### src/rtl/ex_hazard_scheduler.sv
// Execute-stage hazard/forwarding controller. It tracks EX/MEM/WB writers, registers the operand selects and stalls decode on hazards.
// The EX_HAZARD_FWD_EN macro enables forwarding. When it is undefined, the selects are 0 and dependents wait until the writer leaves MEM.
module ex_hazard_scheduler #(
  parameter int RA_W  = 4,
  parameter int CNT_W = 16
) (
  input  logic             clk,
  input  logic             rst,
  input  logic             freeze,
  input  logic             br_taken,
  input  logic             id_valid,
  input  logic [RA_W-1:0]  id_src1,
  input  logic [RA_W-1:0]  id_src2,
  input  logic             id_use1,
  input  logic             id_use2,
  input  logic [RA_W-1:0]  id_dest,
  input  logic             id_wb_en,
  input  logic             id_mem_r,
  output logic             stall,
  output logic [1:0]       sel_src_1,
  output logic [1:0]       sel_src_2,
  output logic             ex_valid,
  output logic [CNT_W-1:0] stall_cnt
);

  typedef struct packed {
    logic            valid;
    logic            wb_en;
    logic            mem_r;
    logic [RA_W-1:0] dest;
  } rec_t;

  rec_t ex_q, mem_q, wb_q, id_rec;
  logic [CNT_W-1:0] cnt_q;
  logic h1_ex, h2_ex, h1_mem, h2_mem;

  function automatic logic hit(input logic use_s, input logic [RA_W-1:0] src, input rec_t r);
    return use_s & r.valid & r.wb_en & (src == r.dest);
  endfunction

  assign id_rec = {id_valid, id_wb_en, id_mem_r, id_dest};
  assign h1_ex  = hit(id_use1, id_src1, ex_q);
  assign h2_ex  = hit(id_use2, id_src2, ex_q);
  assign h1_mem = hit(id_use1, id_src1, mem_q);
  assign h2_mem = hit(id_use2, id_src2, mem_q);

`ifdef EX_HAZARD_FWD_EN
  logic [1:0] sel1_q, sel2_q;
  logic       unused_rec;

  // Only a load still in EX cannot be forwarded in time; everything else is bypassed.
  assign stall = id_valid & ~br_taken & (h1_ex | h2_ex) & ex_q.mem_r;

  always_ff @(posedge clk or posedge rst) begin
    if (rst) begin
      sel1_q <= 2'd0;
      sel2_q <= 2'd0;
    end else if (!freeze) begin
      if (br_taken || stall) begin
        sel1_q <= 2'd0;
        sel2_q <= 2'd0;
      end else begin
        // Youngest writer (current EX, becoming MEM) takes priority.
        sel1_q <= h1_ex ? 2'd1 : (h1_mem ? 2'd2 : 2'd0);
        sel2_q <= h2_ex ? 2'd1 : (h2_mem ? 2'd2 : 2'd0);
      end
    end
  end

  assign sel_src_1  = sel1_q;
  assign sel_src_2  = sel2_q;
  assign unused_rec = ^{wb_q, mem_q.mem_r};
`else
  logic unused_rec;

  assign stall      = id_valid & ~br_taken & (h1_ex | h2_ex | h1_mem | h2_mem);
  assign sel_src_1  = 2'd0;
  assign sel_src_2  = 2'd0;
  assign unused_rec = ^{wb_q, mem_q.mem_r, ex_q.mem_r};
`endif

  // The register file writes before it reads, so the WB record never causes a hazard.
  always_ff @(posedge clk or posedge rst) begin
    if (rst) begin
      ex_q  <= '0;
      mem_q <= '0;
      wb_q  <= '0;
      cnt_q <= '0;
    end else if (!freeze) begin
      wb_q  <= mem_q;
      mem_q <= ex_q;
      ex_q  <= (br_taken || stall) ? rec_t'('0) : id_rec;
      if (stall && (cnt_q != {CNT_W{1'b1}}))
        cnt_q <= cnt_q + CNT_W'(1);
    end
  end

  assign ex_valid  = ex_q.valid;
  assign stall_cnt = cnt_q;

endmodule

### config.mk
export PLATFORM = sky130hd
export DESIGN_NAME = ex_hazard_scheduler
export DESIGN_NICKNAME = d
export VERILOG_FILES = /design/src/rtl/ex_hazard_scheduler.sv
export SDC_FILE = /design/constraint.sdc
export NUM_CORES = 1
export LEC_CHECK = 0
export ABC_CLOCK_PERIOD_IN_PS = 2400
export BUFFER_PORTS_ARGS = -buffer_cell sky130_fd_sc_hd__buf_2
export CELL_PAD_IN_SITES_DETAIL_PLACEMENT = 1
export CELL_PAD_IN_SITES_GLOBAL_PLACEMENT = 1
export CORE_ASPECT_RATIO = 0.8
export CORE_MARGIN = 10
export CORE_UTILIZATION = 39
export CTS_CLUSTER_SIZE = 16
export DETAILED_ROUTE_END_ITERATION = 12
export PLACE_DENSITY_LB_ADDON = 0.12
export SLEW_MARGIN = 10
export SYNTH_ARGS = -nofsm -noshare
export SYNTH_HDL_FRONTEND = slang
export SYNTH_SLANG_ARGS = --single-unit
### constraint.sdc
create_clock -name clk -period 2.4 [get_ports clk]
set_input_delay 0.24 -clock clk [delete_from_list [all_inputs] [get_ports clk]]
set_output_delay 0.24 -clock clk [all_outputs]
set_load 0.02 [all_outputs]
==> flow_summary.ini <==
[die]
die_area_sq_mm = 0.00683
ios = 43
coreArea_sq_mm = 0.00378
die_w_um = 89.9
start_util_pct = 40.4
placement_rows = 20
die_h_um = 76.0

[yosys]
synth_top_cell_by_area = dfrtp_1
syn_inst = 136
synth_area_leaders = dfrtp_1 (46%), xnor2_1 (10%), xor2_1 (6.9%)
ys_types = 27
ys_warn_count = 0
yosysTopAreaCellShare_pct = 45.9
syn_area_per_cell_sq_um = 11.2
yosysSeqAreaShare_pct = 45.9
ys_ff_latch = 28
netlist_area_sq_mm = 0.00153

[critical_path]
cpMaxStageDelayCell = or4_4
cp_max_fo = 7
cp-startpoint = ex_q[2]
startpoint_type = flip-flop
slowest_delay_ns = 0.59
worstPathRequired_ns = 2.16
reg2reg_depth = 7
critPathKind = flip-flop to output pin
rrSetupSlack_ns = 0.26
end_kind = output pin
worstSetupEndpoint = stall
path_cells = xnor2_1 > nand4_1 > nor4_1 > or4_4 > nand2_1 > nor2_1 > buf_2
rr_endpoint = stall_cnt[1]
critPathArrivalTime_ns = 1.93
reg2reg_from = stall_cnt[0]

[timing]
rsz0062_at_grt = no
clock_skew_ns = 0.00851
period_needed_ns = 2.17
max_freq_mhz = 462
drv_slew = 0
fin_ws_ns = 0.234
hold_violations = 0
fin_tns_setup_ns = 0
finalCritPeriodShare_pct = 90.2
finalSetupViolCount = 0

[clock_tree]
h-tree-depth = 1
cts.sinks = 28
clockRootBuffer = clkbuf_8
cts_tree = done
clk_latency_ns = 0.28
hold_buffers = 0
clkSlewWorstSetupHoldPaths_ns = 0.10
cts_setup_buffers = 0
cts_buffer_depth = 2
cts_buffers = 3

[global_route]
grt-ovfl-total = 0
grt_pass1_wl_mm = 6.32
grt_pass1_vias = 1241
grt_max_degree = 29
track_usage_pct = 10.9
antenna_found_initial = 0

[routing]
drc_errors = 0
dr_wl_met2_mm = 1.74
routed.top_layer = met4
drt-total-wl_mm = 3.75
vias = 1167
drtPass1Iterations = 4
drt_iter0_markers = 35
ant_nets = 0
wl_per_cell_um = 16.2
via_per_inst = 5.05
wl_met1_mm = 1.81
wl_met3_um = 183

[finish]
final_common_cell = buf_2
diodes = 0
final_core_util_pct = 47.9
final_cell_mix = buf_2 (37), dfrtp_1 (28), xnor2_1 (18)
syn2layout_area_growth_pct = 18.6
nNetsFinal = 199
final_layout_size_suffix_gt1_share_pct = 34.7
final_cells = 231

[job]
max-cap-violations = 0

[placement]
dp_slack_ns = 0.262
dp_cells = 227
gp_congestion = 0.832
portBuffers = 37
dp_hpwl_mm = 3.02

[power_and_ir_drop]
p_leak_uw = 0.000898
irDropWorstVdd_uv = 235
power.density_mw_per_mm2 = 508

[worst_hold_path]
hold_path.class = input pin to async pin

[outcome]
outcome = finished clean
critical path: cells and delay by family (launching register included):
kind	cells	cell delay (ns)
XOR/XNOR	1	0.16
flip-flops	1	0.44
buffers and inverters	1	0.15
AND/OR/NAND/NOR	5	0.90
logic make-up after synthesis:
logic type | share of synthesized area, %
multiplexers | 5.90
AO/OA/AOI/OAI | 4.43
adder cells (fa/ha/maj) | 0.820
other | 0.246
flip-flops | 45.9
buffers and inverters | 5.33
XOR/XNOR | 17.2
AND/OR/NAND/NOR | 20.2
per-stage QoR:
step / cell area [sq um] / total power [uW] / hold slack (ns)
floorplan: 1540 / 598 / 0.305
global placement: 1750 / 635 / 0.322
detailed placement: 1750 / 641 / 0.331
CTS: 1810 / 933 / 0.0224
global route: 1810 / 967 / 0.0462
finish: 1810 / 920 / 0.00740
final cells by class:
| type | count | area (sq um) |
|---|---|---|
| Multi-Input combinational cell | 100 | 759 |
| Tap cell | 55 | 68.8 |
| Timing Repair Buffer | 41 | 215 |
| Fill cell | 433 | 1970 |
| Sequential cell | 28 | 701 |
| Clock buffer | 4 | 55.1 |
| Inverter | 3 | 11.3 |
power breakdown:
group          total, uW  switching (uW)  internal [uW]
logic                114            61.6           52.3
clock network        290             143            147
registers            516            24.5            492
registers in the layout, summed over array words and instances (netlist names):
signal and count:
mem_q 6, ex_valid 1, stall_cnt 16, ex_q 5
cell usage after synthesis, drive strengths merged:
cell,n
dfrtp,28
xnor2,18
and4,1
conb,1
o21ai,1
clkbuf,1
nand3,11
a21boi,1
mux2,8
nor4,4
buf,7
nand4,9
a22o,5
nor2,5
nor3,4
inv,3
nand2,9
xor2,12
ha,1
or4,1
and3,6
how the worst min path moves through the flow:
stage,depth (start not counted),from,to,slack [ns]
2_1_floorplan,1,rst,ex_q[0],0.31
3_3_place_gp,3,rst,ex_q[2],0.32
3_5_place_dp,3,rst,mem_q[2],0.33
4_1_cts,3,rst,mem_q[2],0.02
5_1_grt,3,rst,stall_cnt[0],0.05
6_report,3,rst,ex_q[2],0.007
routing by layer:
layer,up-vias,GRT usage [%]
li1,547,-
met1,591,14.2
met2,27,17.0
met3,2,3.84
met4,0,2.06
met5,-,0
timing repair:
item | 4_1_cts | 5_1_grt
setup endpoints to repair | 0 | 1
hold endpoints to repair | 0 | 0
resized for setup | 0 | 1
No activity file was read; power rests on OpenSTA's default activity.
